[src/rtl/fetch_queue.sv]
// Instruction fetch stage: PC sequencing, one-cycle imem interface, and a small FIFO ahead of decode.
// Optional static branch prediction (JAL / backward branches) is compiled in with macro FETCH_PREDICT_EN.
module fetch_queue #(
   parameter logic [31:0] RESET_PC = 32'h00000040,
   parameter int          IMEM_AW  = 8,
   parameter int          QDEPTH   = 4
) (
   input  logic                       clk,
   input  logic                       rst,
   input  logic                       redirect,
   input  logic [31:0]                redirect_target,
   output logic                       imem_req,
   output logic [IMEM_AW-1:0]         imem_addr,
   input  logic [31:0]                imem_data,
   input  logic                       id_ready,
   output logic                       id_valid,
   output logic [31:0]                id_pc,
   output logic [31:0]                id_ins,
   output logic                       id_ins_misalign,
   output logic                       id_predict_taken,
   output logic [$clog2(QDEPTH):0]    q_count
);

   localparam int PW = $clog2(QDEPTH);
   localparam int CW = PW + 1;
   localparam logic [CW:0] DEPTH_L = (CW+1)'(QDEPTH);

   logic [31:0]   r_pc;
   logic [31:0]   r_req_pc;
   logic          r_inflight;
   logic [CW-1:0] r_count;
   logic [PW-1:0] r_head;
   logic [PW-1:0] r_tail;

   logic [31:0]   r_q_pc   [QDEPTH];
   logic [31:0]   r_q_ins  [QDEPTH];
   logic          r_q_mis  [QDEPTH];
   logic          r_q_pred [QDEPTH];

   logic [CW:0]   w_occ;
   logic          w_req;
   logic          w_push;
   logic          w_pop;
   logic          w_mis;
   logic          w_pred;
   logic [31:0]   w_pred_target;
   logic [31:0]   w_pc_nxt;

   // Outstanding fetches count against capacity so a returning response always has a slot.
   assign w_occ    = {1'b0, r_count} + {{CW{1'b0}}, r_inflight};
   assign w_req    = !rst && !redirect && (w_occ < DEPTH_L);
   assign w_push   = r_inflight && !redirect;
   assign w_pop    = id_valid && id_ready;
   assign w_mis    = (r_req_pc[1:0] != 2'b00);

`ifdef FETCH_PREDICT_EN
   logic        w_is_jal;
   logic        w_is_bneg;
   logic [31:0] w_j_imm;
   logic [31:0] w_b_imm;

   assign w_is_jal      = (imem_data[6:0] == 7'b1101111);
   assign w_is_bneg     = (imem_data[6:0] == 7'b1100011) && imem_data[31];
   assign w_j_imm       = {{11{imem_data[31]}}, imem_data[31], imem_data[19:12],
                           imem_data[20], imem_data[30:21], 1'b0};
   assign w_b_imm       = {{19{imem_data[31]}}, imem_data[31], imem_data[7],
                           imem_data[30:25], imem_data[11:8], 1'b0};
   assign w_pred        = w_push && !w_mis && (w_is_jal || w_is_bneg);
   assign w_pred_target = r_req_pc + (w_is_jal ? w_j_imm : w_b_imm);
`else
   assign w_pred        = 1'b0;
   assign w_pred_target = r_req_pc;
`endif

   // Next-PC priority: redirect, then prediction, then sequential advance on issue.
   always_comb begin
      w_pc_nxt = r_pc;
      if (redirect) begin
         w_pc_nxt = redirect_target;
      end else if (w_pred) begin
         w_pc_nxt = w_pred_target;
      end else if (w_req) begin
         w_pc_nxt = r_pc + 32'd4;
      end else begin
         w_pc_nxt = r_pc;
      end
   end

   // PC, in-flight tracking and queue pointers.
   always_ff @(posedge clk) begin
      if (rst) begin
         r_pc       <= RESET_PC;
         r_req_pc   <= RESET_PC;
         r_inflight <= 1'b0;
         r_count    <= {CW{1'b0}};
         r_head     <= {PW{1'b0}};
         r_tail     <= {PW{1'b0}};
      end else begin
         r_pc       <= w_pc_nxt;
         r_inflight <= w_req && !w_pred;
         if (w_req) begin
            r_req_pc <= r_pc;
         end
         if (redirect) begin
            r_count <= {CW{1'b0}};
            r_head  <= {PW{1'b0}};
            r_tail  <= {PW{1'b0}};
         end else begin
            if (w_push) begin
               r_tail <= r_tail + PW'(1);
            end
            if (w_pop) begin
               r_head <= r_head + PW'(1);
            end
            case ({w_push, w_pop})
               2'b10:   r_count <= r_count + CW'(1);
               2'b01:   r_count <= r_count - CW'(1);
               default: r_count <= r_count;
            endcase
         end
      end
   end

   // Queue entry storage; contents need no reset because id_valid qualifies them.
   always_ff @(posedge clk) begin
      if (!rst && w_push) begin
         r_q_pc[r_tail]   <= r_req_pc;
         r_q_ins[r_tail]  <= imem_data;
         r_q_mis[r_tail]  <= w_mis;
         r_q_pred[r_tail] <= w_pred;
      end
   end

   assign imem_req         = w_req;
   assign imem_addr        = r_pc[IMEM_AW+1:2];
   assign q_count          = r_count;
   assign id_valid         = (r_count != {CW{1'b0}});
   assign id_pc            = r_q_pc[r_head];
   assign id_ins           = r_q_ins[r_head];
   assign id_ins_misalign  = r_q_mis[r_head];
   assign id_predict_taken = id_valid && r_q_pred[r_head];

endmodule

[config.mk]
export PLATFORM = sky130hd
export DESIGN_NAME = fetch_queue
export DESIGN_NICKNAME = d
export VERILOG_FILES = /design/src/rtl/fetch_queue.sv
export SDC_FILE = /design/constraint.sdc
export NUM_CORES = 1
export LEC_CHECK = 0
export ABC_AREA = 1
export BUFFER_PORTS_ARGS = -buffer_cell sky130_fd_sc_hd__buf_2
export CAP_MARGIN = 40
export CORE_ASPECT_RATIO = 1.5
export CORE_MARGIN = 2
export CORE_UTILIZATION = 25
export DETAILED_ROUTE_END_ITERATION = 8
export SKIP_CTS_REPAIR_TIMING = 1
export SLEW_MARGIN = 25
export SYNTH_ARGS = -nofsm -noshare
export SYNTH_HDL_FRONTEND = slang
export SYNTH_SLANG_ARGS = --single-unit
[constraint.sdc]
create_clock -name clk -period 5 [get_ports clk]
set_clock_uncertainty 0.1 [all_clocks]
set_input_delay 1 -clock clk [delete_from_list [all_inputs] [get_ports clk]]
set_output_delay 1 -clock clk [all_outputs]
set_load 0.02 [all_outputs]
==> metrics.txt, run 1 <==
Cell Pwr Density 356 nW/µm²; top cells by area, synth edfxtp_1 (58%), dfxtp_1 (11%), nor2_1 (6.3%); GR Layer Usage met3 0.0153; Int Power 0.00445 W; WL final 34.7 mm; Fin. Hold Viols 0; grt met2 use 0.225; DRT Pass-1 Iters 6; Routability Congestion 0.864; VDD IR max 0.223 mV; Setup-failing EPs final 0; Worst Path Required 3.90 ns; Root Driver clkbuf_16; gr usage total 0.121; fin cells 2061; P_leak 5.71 nW; filler cell count 5460; num rows 104; Post-DP HPWL 22.7 mm; Clock Pin Slew Worst Setup and Hold Paths 0.06 ns; clock network power share 0.408; Min Hold Slack 0.369 ns; Seq cells post-synth 334; Synth top area share 0.581; first-pass GRT wire length 52.8 mm; Worst Path Arrival 2.60 ns; IO buf count 145; Net Count, Synth 1299; Yosys cell types 35; CTS Buffer Depth 3; Final WS setup 1.30 ns; Least-Margin Pin Slew 0.765 ns; Worst Setup End Kind output port; Switch Pwr 0.00123 W; fin crit share 0.740; # placed instances 2001; CP cell instances buf_4, buf_16, o21ai_0, o22ai_1, buf_2; layout cell share with drive strength beyond 1 0.173; critical path's slowest cell dfxtp_4; Buf/Inv on CP 3; WL/cell 16.8 µm; die width 193 µm; diodes inserted 0; TritonCTS buffer count 31; Avg Cell Area, Syn 11.0 µm²; nets 1422; Final Critical Period 3.70 ns; Hold Crit Start r_head[1]$_SDFFE_PN0P_; largest net degree at the start of global routing 87; Critical Path Source Type flip-flop; DIE AREA 55700 µm²; switch share 0.217; post-route DRC violation count 0; Sequential Power Share 0.544; Mapped Area 13400 µm²; area grow syn2layout 18.8%; HP Class flip-flop to flip-flop; Core ar. 53400 µm²; via count 9228; Worst R2R Setup Slack 2.83 ns; reg2reg start q_count[0]$_SDFFE_PN0P_; fin util 0.299; Comb pwr share 0.048; RSZ-0062 raised after global routing no; fmax 0.270 GHz; CTS tree built; Sink Count 334; post-place setup slack 1.50 ns; DRT iter0 DRCs 597; vias per cell 4.48; max-capacitance violation count 0; FF-to-FF path depth 10; Top Usage Layer GRT met2; Worst-Skew Late Latency 0.57 ns; Die Ht 288 µm; top cell family by delay on the critical path buffers and inverters; vias in the first global route 9115; Max FO, Critical Path 68; I/O Pins 147; Max Slew Vio Count 0; slowest stage delay, CP 0.68 ns; initial antenna violation count 0; Ys Warns 0; Routed Antenna Nets 0; Hold Path Stages 2; setup tns final 0 ns; grt total ovfl 0; Synth Instances 1224; GR Util met1 0.141; Max-slew headroom 0.490; initial cell density of the core 0.252; cell taking the most area after synthesis edfxtp_1; outcome complete, no violations; R2R Path End q_count[2]$_SDFFE_PN0P_; register area share after synthesis 0.691; CP Class flip-flop to output port; CTS H-Tree Depth 1
[worst max path at each step]
stage                    from                       to  slack, ns  depth (start not counted)
CTS                 flip-flop                id_pc[19]       0.86                          4
global placement    flip-flop                id_pc[19]       1.52                          4
floorplan                 rst  r_q_ins[0][0]$_DFFE_PP_       0.29                          4
global route        flip-flop                id_pc[11]       1.13                          5
detailed placement  flip-flop                id_pc[19]       1.50                          4
finish              flip-flop                id_ins[3]       1.30                          5
[cell usage in the layout, fill, tap and decap left out, types with 6 or more instances in the layout]
| cell type | synthesis | routed |
|---|---|---|
| o21ai_0 | 161 | 161 |
| buf_4 | 9 | 11 |
| nor2_2 | 13 | 13 |
| dfxtp_1 | 74 | 72 |
| a211oi_1 | 8 | 8 |
| inv_1 | 74 | 72 |
| nor3_1 | 15 | 15 |
| nand2_1 | 136 | 136 |
| nand3_1 | 59 | 59 |
| buf_2 | 20 | 145 |
| edfxtp_1 | 260 | 260 |
| clkbuf_1 | 40 | 9 |
| buf_12 | 0 | 6 |
| o22ai_1 | 65 | 65 |
| ha_1 | 6 | 6 |
| clkbuf_16 | 0 | 32 |
| nor2_1 | 227 | 223 |
| a21oi_1 | 23 | 23 |
[final cells by class]
cell class	count	area, µm²	area share
inverter	76	288	0.0180
multi-input combinational	739	3520	0.221
timing repair buffer	165	998	0.0625
sequential	334	9290	0.582
tap	689	862	0.0540
clock buffer	44	876	0.0549
clock inverter	14	125	0.00784
[state kept, by name (all words and copies together) (netlist names), named ones only]
name / cells
q_count: 3
r_q_pc: 128
r_inflight: 1
r_head: 2
r_q_mis: 4
r_req_pc: 32
r_pc: 32
r_q_ins: 128
r_tail: 2
[power by group through the flow]
stage	registers (W)	clock network, W	logic (W)
2_1_floorplan	0.00313	0	0.000174
3_3_place_gp	0.00315	0	0.000269
3_5_place_dp	0.00315	0	0.000276
4_1_cts	0.00309	0.00239	0.000277
5_1_grt	0.00309	0.00250	0.000306
6_report	0.00309	0.00232	0.000273
[routing by layer]
| metal | vias up | share of wire |
|---|---|---|
| met5 | - | 0 |
| met4 | 0 | 0.029 |
| met3 | 55 | 0.039 |
| met1 | 4440 | 0.41 |
| met2 | 206 | 0.52 |
| li1 | 4527 | - |
[synth_stat cells, drive strengths merged]
cell type,instances
ha,6
o22ai,65
nor2,241
a21oi,23
nand4,2
nor3,15
edfxtp,260
nand3,60
a31oi,4
fa,1
nand2,136
dfxtp,74
clkbuf,40
conb,1
a22oi,2
clkinv,1
inv,75
or2,3
a21boi,2
a211oi,8
o21ai,162
buf,35
nand3b,2
xnor2,1
and2,2
xor2,3
[per-stage QoR]
stage / cell area [µm²] / power (W)
after floorplan: 13400 / 0.00330
after global placement: 14900 / 0.00341
after detailed placement: 14900 / 0.00343
after CTS: 15900 / 0.00575
after global routing: 16000 / 0.00590
final: 16000 / 0.00568
[logic make-up after synthesis]
kind of cell | count (synthesis) | synth area share
adders and majority gates | 7 | 0.00708
xor gates and xnor gates | 4 | 0.00261
other | 1 | 0.000279
buffers and inverters | 151 | 0.0488
AOI/OAI and AO/OA | 266 | 0.108
and+or+nand+nor | 461 | 0.142
DFF | 334 | 0.691
[worst register-to-register path: stages (launching register included)]
cell and delay (ns):
dfxtp_1 0.40, inv_1 0.10, nand3_1 0.13, and2_1 0.23
ha_1 0.17, inv_1 0.06, fa_1 0.37, a21oi_1 0.14
o21ai_0 0.11, xor2_1 0.15, nor3_1 0.13
(Power assumes the default switching activity.)
==> inputs of run 2 (changes only) <==
- clock period: 5 -> 3.25 ns (I/O delays scaled with it)
==> run 2 against run 1 <==
Against the previous run: die area unchanged; sequential share of layout area up 0.16 points; worst setup slack worse by 1.2 ns; critical path depth decreased by 1; routed wire length decreased by 0.80%; first-iteration DRC count fell by 2.8%; clock power up 49%; critical path type unchanged; critical endpoint is now id_pc[11]; largest cell class unchanged.
==> metrics.txt, run 2 (synthesis results as in run 1) <==
via count 9279 (+0.55%); P_leak 5.71 nW (about the same); Critical Path Source Type flip-flop; DRT Pass-1 Iters 5 (-1); grt total ovfl 0 (unchanged); Die Ht 288 µm (unchanged); num rows 104 (unchanged); slowest stage delay, CP 0.58 ns (-0.10 ns); vias in the first global route 9199 (+0.92%); commonest non-fill, non-tap cell in the layout edfxtp_1; Int Power 0.00679 W (+53%); CTS H-Tree Depth 1 (unchanged); clock network power share 0.401 (-0.007); Post-DP HPWL 22.5 mm (-0.85%); Root Driver clkbuf_16; Core ar. 53400 µm² (unchanged); Max FO, Critical Path 100 (+47%); largest net degree at the start of global routing 101 (+16%); Fin. Hold Viols 0 (unchanged); post-place instance area 14900 µm² (+0.23%); die width 193 µm (unchanged); DRT iter0 DRCs 580 (-2.8%); Worst Setup End Kind output port; first-pass GRT wire length 52.1 mm (-1.3%); DIE AREA 55700 µm² (unchanged); IO buf count 145 (unchanged); max-capacitance violation count 0 (unchanged); gr usage total 0.119 (-0.00115); TritonCTS buffer count 30 (-3.2%); initial antenna violation count 0 (unchanged); initial cell density of the core 0.252 (unchanged); Sink Count 334 (unchanged); vias per cell 4.50 (+0.60%); Buf/Inv on CP 2 (-1); Setup-failing EPs final 0 (unchanged); WL/cell 16.7 µm (-0.75%); VDD IR max 0.385 mV (+73%); CP Class flip-flop to output port; commonest cells after routing, fill and taps aside edfxtp_1 (260), nor2_1 (223), o21ai_0 (161), buf_2 (145), nand2_1 (136); Final Critical Period 3.11 ns; post-route DRC violation count 0 (unchanged); Max Slew Vio Count 0 (unchanged); top cell family by delay on the critical path buffers and inverters; Clock Pin Slew Worst Setup and Hold Paths 0.07 ns (about the same); largest registers r_q_ins (128), r_q_pc (128); CTS Buffer Depth 3 (unchanged); diodes inserted 0 (unchanged); area grow syn2layout 18.5%; fin crit share 0.957; Routability Congestion 0.821 (-5.0%); WL final 34.4 mm (-0.80%); Switch Pwr 0.00185 W (+50%); I/O Pins 147 (unchanged); fin util 0.298 (-0.000845); Max-slew headroom 0.520 (+0.0301); final instance area 15900 µm² (-0.28%); nets 1424 (+0.14%); Worst Path Required 2.50 ns (-1.40 ns); RSZ-0062 raised after global routing no; Routed Antenna Nets 0 (unchanged); Least-Margin Pin Slew 0.720 ns (-0.0451 ns); filler cell count 5414 (-0.84%); layout cell share with drive strength beyond 1 0.173 (-0.000603); Comb pwr share 0.049 (about the same); CP cell instances buf_12, o21ai_0, o22ai_1, buf_2; Cell Pwr Density 542 nW/µm² (+52%); fmax 0.322 GHz; Worst-Skew Late Latency 0.57 ns (about the same); Worst Path Arrival 2.36 ns (-0.24 ns); switch share 0.214 (-0.00311); outcome complete, no violations; Sequential Power Share 0.550 (+0.006); HP Class primary input to flip-flop; critical path's slowest cell dfxtp_4; CTS tree built
## run 2: area by class of cell
class | instances | area, µm² | share of cell area
clock buffers | 38 | 802 | 0.0504
clock inverters | 16 | 155 | 0.00975
inverters | 76 | 288 | 0.0181
multi-input cells | 739 | 3520 | 0.221
flip-flops and latches | 334 | 9290 | 0.584
well taps | 689 | 862 | 0.0541
repair buffers | 168 | 997 | 0.0626
## run 2: path summary, 6_finish.rpt
path	from	endpoint	slack (ns)	cells past startpoint
min	redirect_target[0]	r_pc[0]$_SDFFE_PP0P_	0.20	3
min reg2reg	r_head[1]$_SDFFE_PN0P_	flip-flop	0.39	2
max reg2reg	q_count[2]$_SDFFE_PN0P_	q_count[2]$_SDFFE_PN0P_	1.08	10
max	flip-flop	id_pc[11]	0.14	4
## run 2: routing by layer
metal / vias to the layer above / routed length, µm / GRT usage
li1: 4515 / - / -
met1: 4431 / 14000 / 0.138
met2: 258 / 17300 / 0.216
met3: 75 / 1690 / 0.0173
met4: 0 / 1430 / 0.0588
met5: - / 0 / 0
## run 2: power groups by stage
stage                     clock network, W  registers [W]  logic [W]
after floorplan                          0        0.00481   0.000269
after global placement                   0        0.00484   0.000419
after detailed placement                 0        0.00484   0.000426
after CTS                          0.00356        0.00475   0.000428
after global routing               0.00371        0.00476   0.000473
final                              0.00346        0.00475   0.000421
## run 2: worst reg2reg max path, delay by kind of cell, from the launching register on
kind	cells	cell delay, ns
buf+inv	2	0.17
fa+ha+maj	2	0.55
compound gates	2	0.26
flops	1	0.38
simple gates	3	0.49
xor+xnor	1	0.15
## run 2: metrics by stage
stage                     hold WS [ns]  total power, W  TNS [ns]  std cells  worst slack [ns]
after detailed placement         0.367         0.00527         0       2005             0.670
after CTS                        0.166         0.00874         0       2059            0.0605
after global routing             0.180         0.00894         0       2060           0.00294
after floorplan                  0.336         0.00508    -16.31       1224           -0.0627
after global placement           0.352         0.00526         0       2005             0.584
final                            0.200         0.00863         0       2060             0.140
==> inputs of run 3 (changes only) <==
- PLACE_DENSITY: unset -> 0.42
==> run 3 against run 2 <==
Against the previous run: largest cell class unchanged; combinational power grew 1%; register-to-register slack is essentially flat; highest routed layer unchanged; global-route usage grew 1.1 points; power grew 5.7%.
==> metrics.txt, run 3 (synthesis results as in run 1) <==
DIE AREA 55700 µm² (unchanged); outcome complete, no violations; Clock Pin Slew Worst Setup and Hold Paths 0.06 ns (about the same); Worst Path Required 2.50 ns (about the same); CTS tree built; via count 9226 (-0.57%); layout cell share with drive strength beyond 1 0.177 (+0.00382); gr usage total 0.131 (+0.0113); Critical Path Source Type flip-flop; TritonCTS buffer count 35 (+17%); initial antenna violation count 0 (unchanged); HP Class primary input to flip-flop; VDD IR max 0.357 mV (-7.4%); Max Slew Vio Count 0 (unchanged); first-pass GRT wire length 56.1 mm (+7.6%); slowest stage delay, CP 0.61 ns (+0.03 ns); Least-Margin Pin Slew 0.782 ns (+0.0618 ns); largest registers r_q_ins (128), r_q_pc (128); Die Ht 288 µm (unchanged); largest net degree at the start of global routing 73 (-28%); grt total ovfl 0 (unchanged); setup tns final 0 ns (unchanged); vias in the first global route 9163 (-0.39%); post-place instance area 15100 µm² (+0.87%); DRT iter0 DRCs 395 (-32%); initial cell density of the core 0.252 (unchanged); die width 193 µm (unchanged); Routability Congestion 0.804 (-2.1%); commonest cells after routing, fill and taps aside edfxtp_1 (260), nor2_1 (223), o21ai_0 (161), buf_2 (145), nand2_1 (136); CP cell instances buf_4, o21ai_0, o22ai_1, buf_2; max-capacitance violation count 0 (unchanged); fin crit share 0.922 (-0.0351); Worst Path Arrival 2.25 ns (-0.11 ns); Post-DP HPWL 24.0 mm (+6.7%); Max-slew headroom 0.479 (-0.0412); CTS H-Tree Depth 2 (+1); Routed Antenna Nets 0 (unchanged); WL/cell 17.9 µm (+7.2%); diodes inserted 0 (unchanged); Sink Count 334 (unchanged); P_leak 5.83 nW (+2.2%); area grow syn2layout 20.5%; Cell Pwr Density 564 nW/µm² (+4.0%); FF-to-FF path depth 10 (unchanged); Setup-failing EPs final 0 (unchanged); final instance area 16200 µm² (+1.7%); fmax 0.334 GHz (+3.8%); RSZ-0062 raised after global routing no; critical path's slowest cell buf_4; nets 1432 (+0.56%); IO buf count 145 (unchanged); DRT Pass-1 Iters 5 (unchanged); Worst-Skew Late Latency 0.52 ns (-0.05 ns); post-route DRC violation count 0 (unchanged); WL final 37.1 mm (+7.8%); Max FO, Critical Path 72 (-28%); Tot Pwr 0.00913 W (+5.7%); commonest non-fill, non-tap cell in the layout edfxtp_1; R2R Path End q_count[2]$_SDFFE_PN0P_; Root Driver clkbuf_16; reg2reg start q_count[2]$_SDFFE_PN0P_; num rows 104 (unchanged); I/O Pins 147 (unchanged); Final Critical Period 3.00 ns (-0.114 ns); vias per cell 4.46 (-1.1%); crit path capture id_ins[10]; Core ar. 53400 µm² (unchanged); Fin. Hold Viols 0 (unchanged); Worst Setup End Kind output port; CP Class flip-flop to output port; CTS Buffer Depth 3 (unchanged); Worst R2R Setup Slack 1.07 ns (about the same)
-- run 3: worst min path at each step --
stage	startpoint	endpoint	slack, ns	cells past startpoint
finish	imem_data[5]	r_q_ins[0][5]$_DFFE_PP_	0.25	1
global route	imem_data[5]	r_q_ins[1][5]$_DFFE_PP_	0.22	1
floorplan	r_head[1]$_SDFFE_PN0P_	flip-flop	0.34	2
CTS	imem_data[5]	r_q_ins[0][5]$_DFFE_PP_	0.21	1
global placement	r_head[1]$_SDFFE_PN0P_	flip-flop	0.36	2
detailed placement	r_head[1]$_SDFFE_PN0P_	flip-flop	0.37	2
-- run 3: final cells by class --
class / instances / area (µm²)
repair buffers: 171 / 1110
fillers: 5533 / 37200
clock inverters: 11 / 125
multi-input cells: 739 / 3520
well taps: 689 / 862
inverters: 76 / 288
clock buffers: 50 / 986
flip-flops and latches: 334 / 9290
-- run 3: report_power, final --
part | leakage (nW) | switching, W | internal [W]
combinational | 2.32 | 0.000282 | 0.000142
sequential | 2.96 | 0.0000773 | 0.00467
clock | 0.545 | 0.00161 | 0.00234
-- run 3: critical path, delay by kind of cell, from the launching register on --
kind | cells | cell delay, ns
flip-flops | 1 | 0.39
AO/OA/AOI/OAI | 2 | 0.45
buffers and inverters | 2 | 0.82
-- run 3: stage by stage --
step / utilization / cells / hold WS, ns / setup slack, ns
6_report: 0.303 / 2070 / 0.249 / 0.254
3_3_place_gp: 0.283 / 2009 / 0.362 / 0.609
5_1_grt: 0.303 / 2070 / 0.217 / 0.0837
4_1_cts: 0.303 / 2070 / 0.209 / 0.105
3_5_place_dp: 0.283 / 2009 / 0.369 / 0.642
2_1_floorplan: - / 1224 / 0.336 / -0.0627
-- run 3: layer usage --
layer	share of wire	routed length [µm]	global-route usage	vias up
met5	0	0	0	-
met4	0.021	781	0.0366	0
met3	0.036	1320	0.0187	44
met2	0.52	19400	0.245	184
met1	0.42	15600	0.154	4453
li1	-	-	-	4545
